### src/rtl/pipelined_barrel_shifter.sv
// Pipelined W-bit barrel shifter (rotate / logical / arithmetic, left or right) with
// valid/ready handshakes. Optional zero flag output when BSH_ZERO_FLAG_EN is defined.
module pipelined_barrel_shifter #(
  parameter int unsigned W    = 8,
  parameter int unsigned PIPE = 1,
  localparam int unsigned SH_W = $clog2(W) + 1
) (
  input  logic            clk,
  input  logic            reset,
  input  logic            in_valid,
  output logic            in_ready,
  input  logic [W-1:0]    in_data,
  input  logic [SH_W-1:0] in_shamt,
  input  logic            in_left,
  input  logic [1:0]      in_kind,
  output logic            out_valid,
  input  logic            out_ready,
`ifdef BSH_ZERO_FLAG_EN
  output logic            out_zero,
`endif
  output logic [W-1:0]    out_data
);

  localparam int unsigned LG = $clog2(W);
  localparam logic [1:0] KindRot   = 2'b00;
  localparam logic [1:0] KindArith = 2'b10;

  logic advance;

  // Index k holds the values entering shift level k; index LG feeds the output register.
  logic [LG:0][W-1:0]      c_data;
  logic [LG:0]             c_valid;
  logic [LG-1:0][SH_W-1:0] c_shamt;
  logic [LG-1:0]           c_left;
  logic [LG-1:0][1:0]      c_kind;
  logic [LG-1:0]           c_sign;

  assign advance  = !out_valid || out_ready;
  assign in_ready = advance && !reset;

  assign c_data[0]  = in_data;
  assign c_valid[0] = in_valid && in_ready;
  assign c_shamt[0] = in_shamt;
  assign c_left[0]  = in_left;
  assign c_kind[0]  = in_kind;
  assign c_sign[0]  = in_data[W-1];

  function automatic logic [W-1:0] shift_step(input logic [W-1:0] d, input int unsigned amt,
                                               input logic left, input logic [1:0] kind,
                                               input logic sign);
    logic [W-1:0] fill;
    fill = (!left && kind == KindArith && sign) ? ~({W{1'b1}} >> amt) : '0;
    if (kind == KindRot) begin
      shift_step = left ? ((d << amt) | (d >> (W - amt))) : ((d >> amt) | (d << (W - amt)));
    end else begin
      shift_step = left ? (d << amt) : ((d >> amt) | fill);
    end
  endfunction

  for (genvar k = 0; k < LG; k++) begin : g_lvl
    logic [W-1:0] result;

    always_comb begin
      result = c_shamt[k][k] ?
               shift_step(c_data[k], (1 << k), c_left[k], c_kind[k], c_sign[k]) : c_data[k];
      // Out-of-range shifts collapse to the fill pattern; rotates ignore the top bit.
      if (k == LG - 1 && c_kind[k] != KindRot && c_shamt[k][SH_W-1]) begin
        result = (!c_left[k] && c_kind[k] == KindArith && c_sign[k]) ? '1 : '0;
      end
    end

    if (k == LG - 1) begin : g_last
      assign c_data[k+1]  = result;
      assign c_valid[k+1] = c_valid[k];
    end else if (PIPE != 0) begin : g_reg
      logic [W-1:0]    data_q;
      logic            valid_q;
      logic [SH_W-1:0] shamt_q;
      logic            left_q;
      logic [1:0]      kind_q;
      logic            sign_q;

      always_ff @(posedge clk) begin
        if (reset) begin
          valid_q <= 1'b0;
        end else if (advance) begin
          valid_q <= c_valid[k];
        end
      end

      always_ff @(posedge clk) begin
        if (advance) begin
          data_q  <= result;
          shamt_q <= c_shamt[k];
          left_q  <= c_left[k];
          kind_q  <= c_kind[k];
          sign_q  <= c_sign[k];
        end
      end

      assign c_data[k+1]  = data_q;
      assign c_valid[k+1] = valid_q;
      assign c_shamt[k+1] = shamt_q;
      assign c_left[k+1]  = left_q;
      assign c_kind[k+1]  = kind_q;
      assign c_sign[k+1]  = sign_q;
    end else begin : g_comb
      assign c_data[k+1]  = result;
      assign c_valid[k+1] = c_valid[k];
      assign c_shamt[k+1] = c_shamt[k];
      assign c_left[k+1]  = c_left[k];
      assign c_kind[k+1]  = c_kind[k];
      assign c_sign[k+1]  = c_sign[k];
    end
  end

  always_ff @(posedge clk) begin
    if (reset) begin
      out_valid <= 1'b0;
      out_data  <= '0;
    end else if (advance) begin
      out_valid <= c_valid[LG];
      out_data  <= c_data[LG];
    end
  end

`ifdef BSH_ZERO_FLAG_EN
  always_ff @(posedge clk) begin
    if (reset) begin
      out_zero <= 1'b0;
    end else if (advance) begin
      out_zero <= (c_data[LG] == '0);
    end
  end
`endif

endmodule

### config.mk
export PLATFORM = sky130hd
export DESIGN_NAME = pipelined_barrel_shifter
export DESIGN_NICKNAME = d
export VERILOG_FILES = /design/src/rtl/pipelined_barrel_shifter.sv
export SDC_FILE = /design/constraint.sdc
export NUM_CORES = 1
export LEC_CHECK = 0
export CAP_MARGIN = 20
export CORE_ASPECT_RATIO = 1.4
export CORE_MARGIN = 4
export CORE_UTILIZATION = 57
export CTS_CLUSTER_SIZE = 28
export DETAILED_ROUTE_END_ITERATION = 10
export GPL_TIMING_DRIVEN = 0
export PLACE_DENSITY = 0.84
export SYNTH_ARGS = -nofsm -noshare
export SYNTH_HDL_FRONTEND = slang
export SYNTH_SLANG_ARGS = --single-unit
### constraint.sdc
create_clock -name clk -period 5.1 [get_ports clk]
set_input_delay 1.02 -clock clk [delete_from_list [all_inputs] [get_ports clk]]
set_output_delay 1.02 -clock clk [all_outputs]
set_load 0.01 [all_outputs]
== After elaboration in Yosys (flattened, before gate mapping) ==
Cells that the tools add are included.

* Output and inout port bits: 10
* Register bits after elaboration: 43
* Logic and storage cells: 60

* Equal/unequal tests: 3
* Multiplexer cells: 16
* Reductions and logical operators: 19
* Bitwise gates (word level): 8

{| class="wikitable"
|+ Operator list
! cell !! number
|-
| 2-to-1 mux 8 bit || 16
|-
| OR 4 x 8 -> 8 bit || 2
|-
| OR 6 x 8 -> 8 bit || 2
|-
| OR 7 x 8 -> 8 bit || 2
|-
| logical AND 1 bit || 9
|-
| OR 8 x 1 -> 8 bit || 1
|-
| OR 8 x 2 -> 8 bit || 1
|-
| equality test 2 bit, second input constant || 3
|-
| zero test 2 bit || 3
|-
| zero test 1 bit || 5
|-
| nonzero test 2 bit || 1
|-
| logical OR 1 bit || 1
|}

== Depth between registers and ports, before layout ==
* Depth after elaboration: 9
* Depth in mapped cells: 4
* Gate-level depth less buffers: 4

== Worst setup path before layout ==
Ideal clock, no wire load.

* Kind: input to register
* Start point: in out_ready
* End point: reg out_data[4]
* Arrival: 2.407 ns
* Required time: 4.959 ns
* Stages: 4
* Path slack: 2.551 ns
* Buffers on the path: 0
* Cell sequence: nor2b_4 clkinv_1 nand4b_1 o311ai_1

* Cells in the longest elaborated chain, start to end: 1

{| class="wikitable"
|+ RTL lines
! what !! line !! RTL
|-
| start, declared || 17 || <nowiki>input logic out_ready,</nowiki>
|-
| logical OR 1 bit || 38 || <nowiki>assign advance = !out_valid || out_ready;</nowiki>
|-
| end signal, assigned || 123 || <nowiki>out_data <= c_data[LG];</nowiki>
|-
| end, declared || 21 || <nowiki>output logic [W-1:0] out_data</nowiki>
|}

Every way passes these cells.
A chain may end at the register's enable or synchronous reset.

== Final worst setup path ==
* Start point: in reset
* End point: out in_ready

* Cells in the longest elaborated chain, start to end: 2

{| class="wikitable"
|+ RTL lines
! what !! line !! RTL
|-
| start, declared || 9 || <nowiki>input logic reset,</nowiki>
|-
| zero test 1 bit || 39 || <nowiki>assign in_ready = advance && !reset;</nowiki>
|-
| logical AND 1 bit || 39 ||
|-
| end, declared || 11 || <nowiki>output logic in_ready,</nowiki>
|}

Every way passes these cells.

==> results by group <==
Outcome
  – Outcome: completed

Power
  – Cell Pwr Density: 333 nW/um^2
  – Logic pwr share: 13.5%
  – Net Sw Frac: 23.7%
  – Pint: 0.587 mW
  – Clock power share: between 30% and 40%
  – Worst vdd ir: slightly below 0.0003 V
  – Sequential share of power: a little over half
  – Leak: 0.857 nW
  – P_sw: 0.182 mW

Clock tree
  – Post-CTS Setup Bufs: 0
  – Post-CTS sizing: 0
  – CTS H-Tree Depth: 2
  – Sinks on Clock Net: 40
  – Worst-Skew Late Latency: 0.30 ns
  – Maximum buffer depth of the clock tree: 2
  – CTS Hold Bufs: 0
  – Root Driver: clkbuf_8
  – TritonCTS clock tree: built
  – Clk slew on worst S/H paths: 0.08 ns
  – CTS Buf Count: 5

Global routing
  – Vias in the first global route: 1,382
  – Global route overflow: 0
  – Antenna violations before repair: 0
  – First-pass GRT wire length: just under 6 mm
  – GRT Overall Usage: 18.7%
  – Largest net degree at the start of global routing: 30

Synth
  – Mean Syn Cell Area: 11.4 sq um
  – Sequential area share after synthesis: 58.9%
  – Post-synthesis net count: roughly 180
  – Cell count after synthesis: 163
  – Cell area after synthesis: 1850 sq um
  – Warnings, synthesis: 0
  – Largest cells by area after synthesis: edfxtp_1 47%, dfxtp_1 12%, nor2_1 5.9%
  – Yosys top cell by area: edfxtp_1
  – Number of synthesized register bits: 40
  – Yosys top cell area share: a little under half
  – Synth cell types: 27

Finish
  – Area growth syn-to-layout: 24.5%
  – Nets: roughly 220
  – Post-layout instance area: 2310 sq um
  – Antenna Diode Count: 0
  – Commonest cells after routing, fill and taps aside: 29 x nor2_1, 29 x edfxtp_1, 27 x clkdlybuf4s50_1
  – Share of cells above drive strength 1: about 12%

Floorplan
  – Die extent in y: 75.4 um
  – Row count: 24
  – Chip width: about 56 um
  – IO Count: 29
  – Die ar.: 4240 sq um
  – Starting Density: 59.3%
  – Core area: ~3100 sq um

Placement
  – PortBufs: 27
  – DP Worst Slack: 1.63 ns
  – Placement Cell Area: 2190 sq um
  – DP Wirelength: between 2 and 3 mm
  – Final RePlAce weighted congestion: 0.843

Routing
  – Via count: 1,394
  – Final WL: 3.70 mm
  – Average wire per standard cell: about 16 um
  – Initial DRC count: 34
  – Drt pass-1 iters: 6
  – Post-route ant nets: 0
  – Via/cell ratio: 5.86
  – # DRC: 0

Worst setup path
  – Req. time, crit path: ~4.1 ns
  – Cell depth of the worst flop-to-flop path: 4
  – CP arrival: 2.46 ns
  – Setup crit start kind: primary input
  – Worst setup path class: primary input to output port
  – CP Max Fanout: 10
  – Critical Path End Type: output port

Timing
  – Slew @ Worst Pin: 0.620 ns
  – Fmax: 0.287 GHz
  – Max-slew headroom: about three fifths
  – Final setup viols: 0
  – Max-slew violations: 0
  – Final Hold Viols: 0
  – Setup TNS: 0 ns
  – Min cycle time layout: 3.48 ns
  – RSZ-0062 raised after global routing: false
  – Final Skew: 0.00662 ns
  – Final period util: 68.3%
  – Final Worst Setup Slack: 1.62 ns

Worst hold path
  – HP Class: flop to flop
  – Worst Hold Depth: 0

Job
  – Max cap viols: 0
[synthesized netlist by cell type (all sizes together)]
library cell,instances
nor3b,1
and3b,1
nor4bb,1
inv,1
a21bo,4
nand3b,3
clkinv,1
o21ai,5
nand2,10
a22o,2
o311ai,4
a21oi,17
nor2,29
and4bb,1
nor2b,7
a211oi,8
mux2,4
edfxtp,29
a31oi,5
nand4b,1
o31ai,1
mux2i,10
buf,4
clkbuf,3
dfxtp,11
[worst paths after layout]
path	from	endpoint	slack (ns)
max	reset	in_ready	1.62
min	g_lvl[0].g_reg.shamt_q[2]	g_lvl[1].g_reg.shamt_q[2]	0.43
max reg2reg	out_valid	out_data[6]	3.67
min reg2reg	g_lvl[0].g_reg.shamt_q[2]	g_lvl[1].g_reg.shamt_q[2]	0.43
[critical path, cell delays in order]
cell and delay, ns:
clkdlybuf4s50_1 0.48, clkbuf_1 0.36, nor2_1 0.10, clkdlybuf4s50_1 0.49
[area by class of cell]
| class | instances | area (sq um) |
|---|---|---|
| Clock buffer | 5 | 68.8 |
| Timing Repair Buffer | 28 | 290 |
| Clock inverter | 3 | 46.3 |
| Fill cell | 218 | 817 |
| Inverter | 2 | 7.51 |
| Multi-Input combinational cell | 114 | 716 |
| Sequential cell | 40 | 1090 |
| Tap cell | 39 | 48.8 |
| Buffer | 7 | 37.5 |
[state kept, by name, indices dropped and copies added (netlist names)]
| signal | count |
|---|---|
| g_lvl.g_reg.sign_q | 2 |
| g_lvl.g_reg.data_q | 16 |
| g_lvl.g_reg.kind_q | 4 |
| g_lvl.g_reg.valid_q | 2 |
| g_lvl.g_reg.shamt_q | 5 |
| out_data | 8 |
| out_valid | 1 |
| g_lvl.g_reg.left_q | 2 |
[per-layer routing]
metal	track usage, %	vias up	routed length [um]
met5	0	-	0
met4	12.1	0	172
met3	4.92	17	204
met2	39.3	53	2140
met1	14.7	640	1180
li1	-	684	-
[cell families (layout without fill, tap and decap cells)]
kind of cell	after synthesis	after routing	share of synthesized area [%]
AO/OA/AOI/OAI	46	46	16.3
buffers and inverters	9	45	2.43
flip-flops	40	40	58.9
multiplexers	14	14	7.84
AND/OR/NAND/NOR	54	54	14.5
[power by group through the flow]
stage,Combinational [mW],Sequential [mW],Clock [mW]
2_1_floorplan,0.0575,0.407,0
3_3_place_gp,0.0980,0.407,0
3_5_place_dp,0.103,0.410,0
4_1_cts,0.104,0.403,0.269
5_1_grt,0.113,0.406,0.279
6_report,0.104,0.403,0.262
[metrics by stage]
| step | hold slack (ns) | power (mW) | instances | util [%] |
|---|---|---|---|---|
| 3_3_place_gp | 0.401 | 0.505 | 229 | 69.5 |
| 2_1_floorplan | 0.400 | 0.464 | 163 | - |
| 6_report | 0.434 | 0.769 | 238 | 73.8 |
| 5_1_grt | 0.440 | 0.798 | 238 | 73.8 |
| 3_5_place_dp | 0.416 | 0.513 | 230 | 70.2 |
| 4_1_cts | 0.437 | 0.775 | 238 | 73.8 |
Note: power is estimated with default switching activity, not from simulation.
